`src/rtl/gpio_mailbox_arb.sv`:
```
// Round-robin arbiter that multiplexes NUM_REQ requesters onto one GPI word
// and runs a seq-tagged request/ack handshake with firmware over GPI/GPO.
module gpio_mailbox_arb #(
  parameter int NUM_REQ = 4,
  parameter int TIMEOUT = 1023
) (
  input  logic                  XCLK,
  input  logic                  XRESET,
  input  logic                  XREADY,
  input  logic [NUM_REQ-1:0]    req_valid,
  input  logic [NUM_REQ*24-1:0] req_data,
  output logic [NUM_REQ-1:0]    req_grant,
  output logic [NUM_REQ-1:0]    req_done,
  output logic [23:0]           rsp_data,
  output logic                  rsp_error,
  output logic                  rsp_timeout,
  output logic [31:0]           gpi,
  input  logic [31:0]           gpo,
  output logic                  busy
);

  typedef enum logic [1:0] {
    IDLE,
    WAIT_ACK,
    WAIT_CLR
  } state_t;

  state_t state_q, state_d;
  logic [2:0]         id_q, id_d;
  logic [2:0]         ptr_q, ptr_d;
  logic [3:0]         seq_q, seq_d;
  logic [15:0]        cnt_q, cnt_d;
  logic [23:0]        cap_data_q, cap_data_d;
  logic               cap_err_q, cap_err_d;
  logic [NUM_REQ-1:0] grant_q, grant_d;
  logic [NUM_REQ-1:0] done_q, done_d;
  logic [23:0]        rsp_data_q, rsp_data_d;
  logic               rsp_err_q, rsp_err_d;
  logic               rsp_to_q, rsp_to_d;
  logic [31:0]        gpi_q, gpi_d;

  logic               found;
  logic [2:0]         sel;
  logic [NUM_REQ-1:0] sel_oh;
  logic [NUM_REQ-1:0] id_oh;
  logic [23:0]        sel_pay;
  logic [15:0]        cnt_inc;
  logic               tmo;
  logic               ack_ok;
  int                 best;
  int                 off;
  logic               unused_gpo;

  assign unused_gpo = ^gpo[29:28];

  // Rotated priority: the valid requester with the smallest distance
  // above the pointer (mod NUM_REQ) wins.
  always_comb begin
    best    = NUM_REQ;
    off     = 0;
    sel     = '0;
    sel_oh  = '0;
    sel_pay = '0;
    id_oh   = '0;
    for (int i = 0; i < NUM_REQ; i++) begin
      off = (i >= int'(ptr_q)) ? i - int'(ptr_q)
                               : i + NUM_REQ - int'(ptr_q);
      if (req_valid[i] && off < best) begin
        best      = off;
        sel       = 3'(i);
        sel_oh    = '0;
        sel_oh[i] = 1'b1;
        sel_pay   = req_data[24*i +: 24];
      end
      id_oh[i] = (id_q == 3'(i));
    end
    found = (best < NUM_REQ);
  end

  assign cnt_inc = (cnt_q == 16'hFFFF) ? cnt_q : cnt_q + 16'd1;
  assign tmo     = (cnt_q >= 16'(TIMEOUT - 1));
  assign ack_ok  = gpo[31] && (gpo[27:24] == seq_q);

  always_comb begin
    state_d    = state_q;
    id_d       = id_q;
    ptr_d      = ptr_q;
    seq_d      = seq_q;
    cnt_d      = cnt_q;
    cap_data_d = cap_data_q;
    cap_err_d  = cap_err_q;
    grant_d    = '0;
    done_d     = '0;
    rsp_data_d = rsp_data_q;
    rsp_err_d  = rsp_err_q;
    rsp_to_d   = rsp_to_q;
    gpi_d      = gpi_q;
    unique case (state_q)
      IDLE: begin
        if (XREADY && found) begin
          grant_d = sel_oh;
          id_d    = sel;
          gpi_d   = {1'b1, sel, seq_q, sel_pay};
          cnt_d   = '0;
          state_d = WAIT_ACK;
        end
      end
      WAIT_ACK, WAIT_CLR: begin
        cnt_d = cnt_inc;
        if (tmo || !XREADY) begin
          done_d     = id_oh;
          rsp_data_d = '0;
          rsp_err_d  = 1'b1;
          rsp_to_d   = tmo;
        end else if (state_q == WAIT_ACK && ack_ok) begin
          cap_data_d = gpo[23:0];
          cap_err_d  = gpo[30];
          gpi_d[31]  = 1'b0;
          cnt_d      = '0;
          state_d    = WAIT_CLR;
        end else if (state_q == WAIT_CLR && !gpo[31]) begin
          done_d     = id_oh;
          rsp_data_d = cap_data_q;
          rsp_err_d  = cap_err_q;
          rsp_to_d   = 1'b0;
        end
        if (done_d != '0) begin
          gpi_d   = '0;
          seq_d   = seq_q + 4'd1;
          ptr_d   = (id_q == 3'(NUM_REQ - 1)) ? 3'd0 : id_q + 3'd1;
          state_d = IDLE;
        end
      end
      default: state_d = IDLE;
    endcase
  end

  always_ff @(posedge XCLK or posedge XRESET) begin
    if (XRESET) begin
      state_q    <= IDLE;
      id_q       <= '0;
      ptr_q      <= '0;
      seq_q      <= '0;
      cnt_q      <= '0;
      cap_data_q <= '0;
      cap_err_q  <= 1'b0;
      grant_q    <= '0;
      done_q     <= '0;
      rsp_data_q <= '0;
      rsp_err_q  <= 1'b0;
      rsp_to_q   <= 1'b0;
      gpi_q      <= '0;
    end else begin
      state_q    <= state_d;
      id_q       <= id_d;
      ptr_q      <= ptr_d;
      seq_q      <= seq_d;
      cnt_q      <= cnt_d;
      cap_data_q <= cap_data_d;
      cap_err_q  <= cap_err_d;
      grant_q    <= grant_d;
      done_q     <= done_d;
      rsp_data_q <= rsp_data_d;
      rsp_err_q  <= rsp_err_d;
      rsp_to_q   <= rsp_to_d;
      gpi_q      <= gpi_d;
    end
  end

  assign req_grant   = grant_q;
  assign req_done    = done_q;
  assign rsp_data    = rsp_data_q;
  assign rsp_error   = rsp_err_q;
  assign rsp_timeout = rsp_to_q;
  assign gpi         = gpi_q;
  assign busy        = (state_q != IDLE);

endmodule

```
`config.mk`:
```
export PLATFORM = sky130hd
export DESIGN_NAME = gpio_mailbox_arb
export DESIGN_NICKNAME = d
export VERILOG_FILES = /design/src/rtl/gpio_mailbox_arb.sv
export SDC_FILE = /design/constraint.sdc
export NUM_CORES = 1
export LEC_CHECK = 0
export ABC_AREA = 1
export CAP_MARGIN = 0
export CORE_MARGIN = 4
export CORE_UTILIZATION = 51
export DETAILED_ROUTE_END_ITERATION = 6
export PLACE_DENSITY = 0.9
export SYNTH_ARGS = -nofsm -noshare
export SYNTH_HDL_FRONTEND = slang
export SYNTH_SLANG_ARGS = --single-unit
```
`constraint.sdc`:
```
create_clock -name XCLK -period 9.28 [get_ports XCLK]
set_input_delay 0.928 -clock XCLK [delete_from_list [all_inputs] [get_ports XCLK]]
set_output_delay 0.928 -clock XCLK [all_outputs]
set_load 0.005 [all_outputs]
```
==> metrics.md <==
| Metric | Value |
|---|---|
| Final non-filler cell total | 1160 |
| Initial antenna violation count | 0 |
| Yosys reg bits | 116 |
| Post-CTS Hold Fix Bufs | 0 |
| RSZ-0062 raised after global routing | no |
| Pwr/cell area | 263 mW/mm² |
| Psw | 878 µW |
| Die Width | 120 µm |
| Clk network pwr share | 26.6% |
| Vias/cell | 5.28 |
| Post-CTS Resized | 0 |
| Yosys top cell by area | dfrtp_1 |
| GRT overflow | 0 |
| Vias in the first global route | 6027 |
| CP endpoint | gpi[5]$_DFFE_PP0P_ |
| Post-CTS setup buffers | 0 |
| Wire length per cell | 16.1 µm |
| DP Wirelength | 13.0 mm |
| Worst Path Max Fanout | 30 |
| Vias | 6128 |
| Max Clock Freq | 166 MHz |
| Worst path max stage delay | 850 ps |
| Detailed Route Iter0 Violations | 427 |
| Hold path cells | 2 |
| TritonRoute pass-1 iters | 5 |
| Synth Area per Inst | 8.09 µm² |
| FF-to-FF path depth | 26 |
| TritonCTS Buffers | 17 |
| Antenna Violating Nets Remaining | 0 |
| Max Cap Violations | 0 |
| Hold path startpoint | gpi[26]$_DFFE_PP0P_ |
| Final worst path period need | 6030 ps |
| P&R area growth vs syn | 40.2% |
| GRT Overall Usage | 25.7% |
| Maximum clock path buffer count | 2 |
| CP Data Required Time | 9570 ps |
| Capture point of the worst reg-to-reg path | gpi[5]$_DFFE_PP0P_ |
| CTS sink cnt | 116 |
| Int Power | 1500 µW |
| Status | finished, final reports clean |
| Antenna cells | 0 |
| Multi-input logic area | 0.00304 mm² |
| Sequential element share of the synthesized area | 45.1% |
| Die area | 0.0145 mm² |
| LEAKAGE | 0.00424 µW |
| Synthesized area | 0.00644 mm² |
| Most frequent CP cell | nand2_1 |
| Clk slew on worst S/H paths | 60 ps |
| Largest net degree at the start of global routing | 64 |
| Critical Path Start Type | input port |
| CP Class | input port to flip-flop |
| Largest cells by area after synthesis | dfrtp_1 45%, nand2_1 13%, o21ai_0 7.4%, nand3_1 4.6%, mux2_4 4.4% |
| Slowest stage cell, crit path | nand2_1 |
| Mapped Cells | 796 |
| Register area | 0.00290 mm² |
| Die H | 120 µm |
| Final nets | 1132 |
| Yosys top cell area share | 45.1% |
| Data arrival, critical path | 6320 ps |
| Switching Share | 36.9% |
| Layout cells sized above 1 | 8.37% |
| Worst hold path type | flip-flop to flip-flop |
| Final Util | 73.9% |
| H-tree depth | 4 |
| Setup slack, reg-to-reg | 3840 ps |
| Post-route setup TNS | 0 ps |
| Synth warn | 0 |
| Slew Viols, Final | 0 |
| Hold_ws | 470 ps |
| Drt total wl | 18.7 mm |
| Commonest non-fill, non-tap cell in the layout | nand2_1 |
| CTS tree | yes |
| DRC viols | 0 |
| Fin crit share | 65.0% |
| Worst IR Drop VDD | 0.173 mV |
| Starting Density | 52.7% |
| Layout filler cell count | 894 |
| Normalized max-slew margin | 24.9% |
| Site Rows | 40 |
| Dpl cells | 1128 |
| Setup crit end kind | flip-flop |
| First-pass GRT wire length | 29.9 mm |
| Least-Margin Pin Slew | 1120 ps |
| Clk_lat worst skew | 410 ps |
| IO Port Bufs | 198 |
| Hold Violations, Final | 0 |
| Ports | 202 |
| Worst reg2reg startpoint | ptr_q[1]$_DFFE_PP0P_ |
| Root buf cell | clkbuf_16 |
| Most frequent cells in the layout | 218 x nand2_1, 198 x clkdlybuf4s50_1, 116 x dfrtp_1, 95 x o21ai_0, 67 x inv_1 |
| Combinational power share | 40.4% |
| Crit path launch | req_valid[0] |
| Core area | 0.0122 mm² |
| Synth cell types | 36 |
| Clock Skew | 7.64 ps |
| GP Congestion | 0.890 |
| Setup Viol. Count Final | 0 |
| Register share of total power | 33.0% |
worst min-delay path by stage:
stage                                      to  slack (ps)
final                     gpi[26]$_DFFE_PP0P_         470
after global routing      gpi[26]$_DFFE_PP0P_         490
after CTS                 gpi[26]$_DFFE_PP0P_         480
after detailed placement  gpi[26]$_DFFE_PP0P_         460
after global placement    gpi[26]$_DFFE_PP0P_         460
after floorplan           gpi[24]$_DFFE_PP0P_         470
Yosys cell counts, drive strengths merged:
cell,n
nand3,59
o21bai,1
nor4,4
inv,74
clkbuf,20
ha,18
or3,1
conb,2
a221oi,8
xnor2,3
nor2,57
mux2,25
nand4,8
o211ai,1
a2111oi,1
nor3,6
o21ai,105
a21oi,28
dfrtp,116
xor2,11
a211oi,1
nand2,223
buf,24
logic make-up after synthesis:
family | count (synthesis) | share of synthesized area [%]
xor+xnor | 14 | 1.90
flops | 116 | 45.1
compound gates | 145 | 12.2
simple gates | 358 | 23.8
buf+inv | 118 | 8.02
fa+ha+maj | 18 | 3.50
other cells | 2 | 0.117
mux | 25 | 5.48
registers in the layout, indices dropped and copies added (netlist names):
| name | flops |
|---|---|
| id_q | 2 |
| req_done | 4 |
| cnt_q | 16 |
| seq_q | 4 |
| gpi | 31 |
| cap_err_q | 1 |
| cap_data_q | 24 |
| rsp_timeout | 1 |
| state_q | 2 |
| req_grant | 4 |
| ptr_q | 2 |
| rsp_data | 24 |
| rsp_error | 1 |
metal layers:
layer,wire [µm],part of all wire (%),up-vias,global-route usage [%]
met5,0,0,-,0
met4,573,3.1,0,10.8
met3,1710,9.2,42,8.98
met2,9100,49,259,42.9
met1,7270,39,2872,30.1
li1,-,-,2955,-
per-stage QoR:
stage | total power [µW] | cell area, µm² | setup slack [ps]
floorplan | 1350 | 6460 | 4400
global route | 2550 | 9030 | 2660
global placement | 1710 | 8460 | 2930
finish | 2380 | 9030 | 3250
CTS | 2390 | 9030 | 3270
detailed placement | 1750 | 8460 | 2840
power groups by stage:
| stage | clock, µW | combinational, µW | sequential [µW] |
|---|---|---|---|
| 2_1_floorplan | 0 | 573 | 779 |
| 3_3_place_gp | 0 | 927 | 780 |
| 3_5_place_dp | 0 | 958 | 789 |
| 4_1_cts | 641 | 967 | 785 |
| 5_1_grt | 667 | 1080 | 807 |
| 6_report | 633 | 960 | 785 |
layout make-up:
type,instances,share of cell area [%]
clock inverters,15,1.64
multi-input cells,566,33.6
clock buffers,17,4.71
repair buffers,204,22.4
well taps,168,2.33
flip-flops and latches,116,32.1
inverters,74,3.10
worst max-delay path, delay by kind of cell:
kind	cells	cell delay [ps]
AOI/OAI and AO/OA	2	630
adders and majority gates	2	570
and+or+nand+nor	19	3080
buffers and inverters	3	1110
Note: power is estimated with default switching activity, not from simulation.
